File: config.mk
export PLATFORM = sky130hd
export DESIGN_NAME = rd_ptr_ctrl
export DESIGN_NICKNAME = d
export VERILOG_FILES = /design/src/rtl/afifo_pkg.sv /design/src/rtl/afifo_sync_ff.sv /design/src/rtl/rd_ptr_ctrl.sv
export SDC_FILE = /design/constraint.sdc
export NUM_CORES = 1
export LEC_CHECK = 0
export CORE_ASPECT_RATIO = 0.75
export CORE_MARGIN = 5
export CORE_UTILIZATION = 43
export CTS_CLUSTER_DIAMETER = 60
export CTS_CLUSTER_SIZE = 8
export DETAILED_ROUTE_END_ITERATION = 10
export PLACE_DENSITY_LB_ADDON = 0.05
export SKIP_CTS_REPAIR_TIMING = 1
export SYNTH_ARGS = -nofsm -noshare
export SYNTH_HDL_FRONTEND = slang
export SYNTH_SLANG_ARGS = --single-unit
File: constraint.sdc
create_clock -name rd_clk_i -period 7.4 [get_ports rd_clk_i]
set_input_delay 1.85 -clock rd_clk_i [delete_from_list [all_inputs] [get_ports rd_clk_i]]
set_output_delay 1.85 -clock rd_clk_i [all_outputs]
set_load 0.03 [all_outputs]
File: src/rtl/afifo_pkg.sv
// Shared types and Gray-code helpers for the async FIFO.
// Used by the read-side pointer controller.
package afifo_pkg;

  typedef enum logic [1:0] {
    IDLE  = 2'd0,
    FETCH = 2'd1,
    HOLD  = 2'd2
  } fwft_state_e;

  function automatic logic [31:0] bin2gray(
    input logic [31:0] b
  );
    return b ^ (b >> 1);
  endfunction

  function automatic logic [31:0] gray2bin(
    input logic [31:0] g
  );
    logic [31:0] b;
    b[31] = g[31];
    for (int i = 30; i >= 0; i--) begin
      b[i] = b[i+1] ^ g[i];
    end
    return b;
  endfunction

endpackage

File: src/rtl/afifo_sync_ff.sv
// Multi-flop synchroniser for a Gray-coded pointer.
// Every stage clears on the asynchronous reset.
module afifo_sync_ff #(
  parameter int WIDTH  = 4,
  parameter int STAGES = 2
) (
  input  logic             clk,
  input  logic             rstn,
  input  logic [WIDTH-1:0] d,
  output logic [WIDTH-1:0] q
);

  logic [WIDTH-1:0] stg [STAGES];

  // shift the foreign-domain value through the flop chain
  always_ff @(posedge clk or negedge rstn) begin
    if (!rstn) begin
      for (int i = 0; i < STAGES; i++) begin
        stg[i] <= '0;
      end
    end else begin
      stg[0] <= d;
      for (int i = 1; i < STAGES; i++) begin
        stg[i] <= stg[i-1];
      end
    end
  end

  assign q = stg[STAGES-1];

endmodule

File: src/rtl/rd_ptr_ctrl.sv
// Read-side pointer, flags and output stage of an async FIFO.
// Supports standard and first-word-fall-through reads.
module rd_ptr_ctrl
  import afifo_pkg::*;
#(
  parameter int PTR_WIDTH   = 5,
  parameter int DATA_WIDTH  = 8,
  parameter int SYNC_STAGES = 2,
  parameter int FWFT        = 0
) (
  input  logic                  rd_clk_i,
  input  logic                  rstn_i,
  input  logic                  rd_en_i,
  input  logic [PTR_WIDTH:0]    wptr_gray_i,
  input  logic [PTR_WIDTH:0]    ae_thresh_i,
  input  logic [DATA_WIDTH-1:0] mem_rdata_i,
  output logic                  mem_rd_en_o,
  output logic [PTR_WIDTH-1:0]  mem_rd_addr_o,
  output logic [DATA_WIDTH-1:0] rd_data_o,
  output logic                  rd_valid_o,
  output logic                  rd_empty_o,
  output logic                  rd_aempty_o,
  output logic [PTR_WIDTH:0]    rd_level_o,
  output logic                  rd_underflow_o,
  output logic [PTR_WIDTH:0]    rptr_gray_o
);

  localparam int PW1 = PTR_WIDTH + 1;

  logic [PW1-1:0] wsync_gray;
  logic [PW1-1:0] wsync_bin;
  logic [PW1-1:0] rptr_bin;
  logic [PW1-1:0] rptr_next;
  logic [PW1-1:0] rptr_gray;
  logic           mem_empty;
  logic           fetch;
  logic           uf_q;
  logic           lvl_add;

  afifo_sync_ff #(
    .WIDTH  (PW1),
    .STAGES (SYNC_STAGES)
  ) u_wsync (
    .clk  (rd_clk_i),
    .rstn (rstn_i),
    .d    (wptr_gray_i),
    .q    (wsync_gray)
  );

  assign wsync_bin = PW1'(gray2bin(32'(wsync_gray)));
  assign mem_empty = (rptr_bin == wsync_bin);
  assign rptr_next = rptr_bin + PW1'(fetch);

  // advance the read pointer and its Gray copy on each fetch
  always_ff @(posedge rd_clk_i or negedge rstn_i) begin
    if (!rstn_i) begin
      rptr_bin  <= '0;
      rptr_gray <= '0;
    end else begin
      rptr_bin  <= rptr_next;
      rptr_gray <= PW1'(bin2gray(32'(rptr_next)));
    end
  end

  assign rptr_gray_o   = rptr_gray;
  assign mem_rd_en_o   = fetch;
  assign mem_rd_addr_o = rptr_bin[PTR_WIDTH-1:0];

  generate
    if (FWFT != 0) begin : g_fwft
      fwft_state_e           state;
      logic [DATA_WIDTH-1:0] hold_q;

      // fetch ahead when nothing is held, else on acknowledge
      always_comb begin
        fetch = 1'b0;
        unique case (state)
          IDLE:        fetch = ~mem_empty;
          FETCH, HOLD: fetch = rd_en_i & ~mem_empty;
          default:     fetch = 1'b0;
        endcase
      end

      // presented-word FSM with a holding register for stalls
      always_ff @(posedge rd_clk_i or negedge rstn_i) begin
        if (!rstn_i) begin
          state  <= IDLE;
          hold_q <= '0;
        end else begin
          unique case (state)
            IDLE: begin
              if (!mem_empty) state <= FETCH;
            end
            FETCH: begin
              if (rd_en_i) begin
                if (mem_empty) state <= IDLE;
              end else begin
                hold_q <= mem_rdata_i;
                state  <= HOLD;
              end
            end
            HOLD: begin
              if (rd_en_i) begin
                state <= mem_empty ? IDLE : FETCH;
              end
            end
            default: state <= IDLE;
          endcase
        end
      end

      // select the live RAM word or the held copy
      always_comb begin
        rd_data_o = '0;
        unique case (state)
          FETCH:   rd_data_o = mem_rdata_i;
          HOLD:    rd_data_o = hold_q;
          default: rd_data_o = '0;
        endcase
      end

      assign rd_valid_o = (state != IDLE);
      assign rd_empty_o = ~rd_valid_o;
      assign lvl_add    = rd_valid_o;
    end else begin : g_std
      logic valid_q;

      assign fetch = rd_en_i & ~mem_empty;

      // data returns one cycle after the fetch
      always_ff @(posedge rd_clk_i or negedge rstn_i) begin
        if (!rstn_i) begin
          valid_q <= 1'b0;
        end else begin
          valid_q <= fetch;
        end
      end

      assign rd_valid_o = valid_q;
      assign rd_data_o  = mem_rdata_i;
      assign rd_empty_o = mem_empty;
      assign lvl_add    = 1'b0;
    end
  endgenerate

  assign rd_level_o  = (wsync_bin - rptr_bin)
                     + PW1'(lvl_add);
  assign rd_aempty_o = (rd_level_o <= ae_thresh_i);

  // flag a read attempted while nothing is available
  always_ff @(posedge rd_clk_i or negedge rstn_i) begin
    if (!rstn_i) begin
      uf_q <= 1'b0;
    end else begin
      uf_q <= rd_en_i & rd_empty_o;
    end
  end

  assign rd_underflow_o = uf_q;

endmodule
Word-level counts from Yosys, hierarchy flattened
Cells that the tools add are included.
- $lt $le $gt $ge: 1
- bitwise gates (word level): 9
- equal/unequal tests: 1
- add/subtract/negate cells: 2
- operators with widths (kind ; count):
    $add 6x1->6 ; 1
    $eq 6x6->1 ; 1
    $le 6x6->1 ; 1
    $sub 6x6->6 ; 1
    $xor 6x5->6 ; 1
    $xor 1x1->1 ; 5
    $and 1x1->1 ; 2
    $not 1->1 ; 1
- word-level logic and storage cells: 19
- output and inout port bits: 30
- flip-flop bits (word level): 26
- input bits: 23

Depth between registers and ports, before layout
- word-level depth: 10
- mapped depth: 14
- depth with buffers taken out: 14

By module
A second synthesis with hierarchy kept.
- cell total of the unflattened synthesis: 116
- area, all modules: 1330.0 µm²
- modules (own cells, without submodules) (module ; seq. area each (µm²) ; cells an instance ; area each (µm²) ; instances):
    rd_ptr_ctrl ; 325.3 ; 98 ; 984.7 ; 1
    afifo_sync_ff ; 300.3 ; 18 ; 345.3 ; 1

Worst setup path before layout
Ideal clock, no wire load.
- path kind: register to output
- start: register u_wsync.stg, in the netlist u_wsync.q[4]
- end: output port rd_aempty_o
- path buffers: 0
- required time: 5.550 ns
- cell stages (with the launch flop): 15
- setup slack: 1.701 ns
- arrival: 3.849 ns
- cell sequence: dfrtp_1 xor2_2 xnor2_2 xor2_2 xnor2_1 ha_1 fa_1 inv_1 a21o_1 a21oi_1 xnor2_1 ha_1 a21oi_1 nor2b_1 o32ai_1
- longest elaborated chain between the ends: 7
- ends and longest elaborated chain (item ; RTL line ; source):
    from (decl) ; afifo_sync_ff.sv:13 ; logic [WIDTH-1:0] stg [STAGES];
    from (signal, indexed assignment) ; afifo_sync_ff.sv:24 ; stg[i] <= stg[i-1];
    $xor 1x1->1 (*) ; afifo_pkg.sv:23 ; b[i] = b[i+1] ^ g[i];
    $xor 1x1->1 (4 in a row) ; afifo_pkg.sv:23 ;
    $sub 6x6->6 (*) ; rd_ptr_ctrl.sv:146 ; assign rd_level_o = (wsync_bin - rptr_bin)
    net rd_level_o[4] ; rd_ptr_ctrl.sv:23 ; output logic [PTR_WIDTH:0] rd_level_o,
    $le 6x6->1 (*) ; rd_ptr_ctrl.sv:148 ; assign rd_aempty_o = (rd_level_o <= ae_thresh_i);
    to (decl) ; rd_ptr_ctrl.sv:22 ; output logic rd_aempty_o,
The timed path passes the listed nets; every way through them passes the cells marked *.

Final worst setup path
- start: input port ae_thresh_i[3]
- end: output port rd_aempty_o
- longest elaborated chain between the ends: 1
- ends and longest elaborated chain (item ; RTL line ; source):
    from (decl) ; rd_ptr_ctrl.sv:15 ; input logic [PTR_WIDTH:0] ae_thresh_i,
    $le 6x6->1 ; rd_ptr_ctrl.sv:148 ;
No other way between the ends.

==> run metrics <==
startpoint types input port; Global Route met2 Usage 17.6%; synth unique cells 24; final number of setup-violating endpoints 0; outcome complete, no violations; register area share after synthesis 48.7%; Mapped Cells 110; Antenna Cells 0; RSZ-0062 raised after global routing false; largest net degree at the start of global routing 26; die width 73.1 µm; DRC 0; Iter 0 DRT Violations 2; Mapped Nets 147; Starting Density 44.1%; WL final 2300 µm; slew at the pin closest to its max-slew limit 1.05 ns; Avg WL per Cell 12.8 µm; met3 Use GR 2.82%; Site Rows 17; synth-to-layout area growth 30.7%; Die H 57.3 µm; Tot Pwr 918 µW; IO buf count 36; maximum vdd ir drop 249 µV; Clock transition at path regs 0.09 ns; synthesized-area fraction occupied by adder cells 14.2%; main area contributors after synthesis dfrtp_1 (49%), ha_1 (13%), xnor2_1 (6.1%); critical path endpoint category primary output; vias in the first global route 857; Hold Crit Class reg2reg; DR vias 829; clk_skew 0.00690 ns; worst endpoint required time 5.55 ns; clock sinks 25; most used routing layer in global routing met2; Final Net Count 180; mux cell area share after synthesis 0%; Pleak 0.000787 µW; met1 Resource Use GR 16.1%; Fin. Hold Viols 0; Yosys top cell by area dfrtp_1; fillcell total 247; Worst Path Arrival 4.00 ns; Synth Warn # 0; CP Class in2out; Setup TNS Final 0 ns; grt total ovfl 0; Tcrit/Tclk final 79.0%; post-DP HPWL 1890 µm; Crit Path Max Fanout 2; cell area power density 547 nW/µm²; Die ar. 4190 µm²; Final Core Density 57.6%; gpl congestion 0.815; CTS Buf Count 3; total of max-cap violations 0; main combinational cell family by area after synthesis XOR/XNOR gates; clk buf depth 2; post-synthesis compound-gate area fraction 6.53%; Core Footprint 2910 µm²; flops & latches, synth 25; CTS tree yes; share of cells above drive strength 1 4.93%; GRT Resource Usage Total 11.9%; Period minus WS final 5.85 ns; initial antenna violation count 0; Antenna Violating Nets Remaining 0; Worst-Skew Late Latency 0.27 ns; Post-Synth XOR/XNOR Area 14.7%; Slew Limit Fails 0; global-route wire length before repair 3850 µm; IO Pins 53; # H-tree levels 1; first-pass detailed-route iteration total 2; DR vias/cell 4.61; Slew HR 29.9%; f_max 171 MHz; syn avg cell area 11.7 µm²; simple-gate share of the synthesized area 6.43%; post-synthesis cell area 1280 µm²; Root Driver clkbuf_8; Yosys top cell area share 48.7%
metrics by stage:
| stage | instances | hold slack, ns | area [µm²] | worst slack [ns] |
|---|---|---|---|---|
| after global placement | 176 | 0.331 | 1630 | 1.59 |
| final | 180 | 0.354 | 1680 | 1.55 |
| after detailed placement | 176 | 0.336 | 1630 | 1.54 |
| after CTS | 180 | 0.358 | 1680 | 1.51 |
| after global routing | 180 | 0.361 | 1680 | 1.26 |
| after floorplan | 110 | 0.331 | 1280 | 1.70 |
sequential cells by signal, indices dropped and copies added, names as in the netlist:
signal / count
rptr_gray_o: 5
u_wsync.stg: 6
rptr_bin: 6
u_wsync.q: 6
rd_underflow_o: 1
rd_valid_o: 1
cells by family after synthesis:
group,count (synthesis)
DFF,25
and+or+nand+nor,16
buffers and inverters,24
adders and majority gates,14
xor gates and xnor gates,19
AOI/OAI and AO/OA,12
metal layers:
metal | routed length [µm] | vias to the layer above
li1 | - | 408
met1 | 998 | 377
met2 | 1030 | 32
met3 | 201 | 12
met4 | 65 | 0
met5 | 0 | -
final timing paths:
| path | start | endpoint | slack [ns] | cells past startpoint |
|---|---|---|---|---|
| hold / removal | u_wsync.stg[10] | u_wsync.q[4] | 0.35 | 0 |
| setup reg to reg | u_wsync.q[4] | rptr_gray_o[4] | 4.41 | 13 |
| hold reg to reg | u_wsync.stg[10] | u_wsync.q[4] | 0.35 | 0 |
| min in group asynchronous | rstn_i | u_wsync.stg[9] | 2.15 | 1 |
| max in group asynchronous | rstn_i | rd_valid_o | 4.62 | 1 |
| setup / recovery | ae_thresh_i[3] | rd_aempty_o | 1.55 | 8 |
final cells by class:
cell class	instances	area [µm²]	share of cell area [%]
sequential	25	626	37.3
multi-input combinational	61	538	32.1
timing repair buffer	36	360	21.5
inverter	16	60.1	3.58
tap	38	47.5	2.83
clock buffer	3	41.3	2.46
clock inverter	1	5.00	0.298
cells in the mapped netlist:
master and count:
fa_1 1, a21o_1 2, nor3_1 3, dfrtp_1 25
nor2_1 2, nand4_1 1, a211o_1 1, xor2_2 2
and2_1 2, a21oi_1 3, o21a_1 1, o21ai_0 2
nor2b_1 3, inv_1 16, buf_4 8, o32ai_1 1
xor2_1 7, nand3_1 3, xnor2_1 9, nand2_1 2
ha_1 13, o2111a_1 1, o31ai_1 1, xnor2_2 1
worst max-delay path, cell delays in order:
cell	delay, ns
clkdlybuf4s50_1	0.46
inv_1	0.04
ha_1	0.30
a21o_1	0.18
a21oi_1	0.13
nor2b_1	0.06
o32ai_1	0.26
clkdlybuf4s50_1	0.71
power breakdown:
| group | leakage [µW] | internal (µW) | total [µW] | switching (µW) |
|---|---|---|---|---|
| registers | 0.000293 | 175 | 199 | 24.4 |
| clock network | 0.0000255 | 37.6 | 79.7 | 42.1 |
| logic | 0.000468 | 274 | 639 | 365 |
| total | 0.000787 | 487 | 918 | 431 |
layout by cell type, fill, tap and decap left out, types with 2 or more instances in the layout:
master,instances
inv_1,16
a21oi_1,3
ha_1,13
nor2b_1,3
xor2_1,7
xnor2_1,9
xor2_2,2
nand2_1,2
nand3_1,3
a21o_1,2
and2_1,2
nor3_1,3
o21ai_0,2
nor2_1,2
clkdlybuf4s50_1,36
dfrtp_1,25
clkbuf_8,3
No activity file was read; power rests on OpenSTA's default activity.
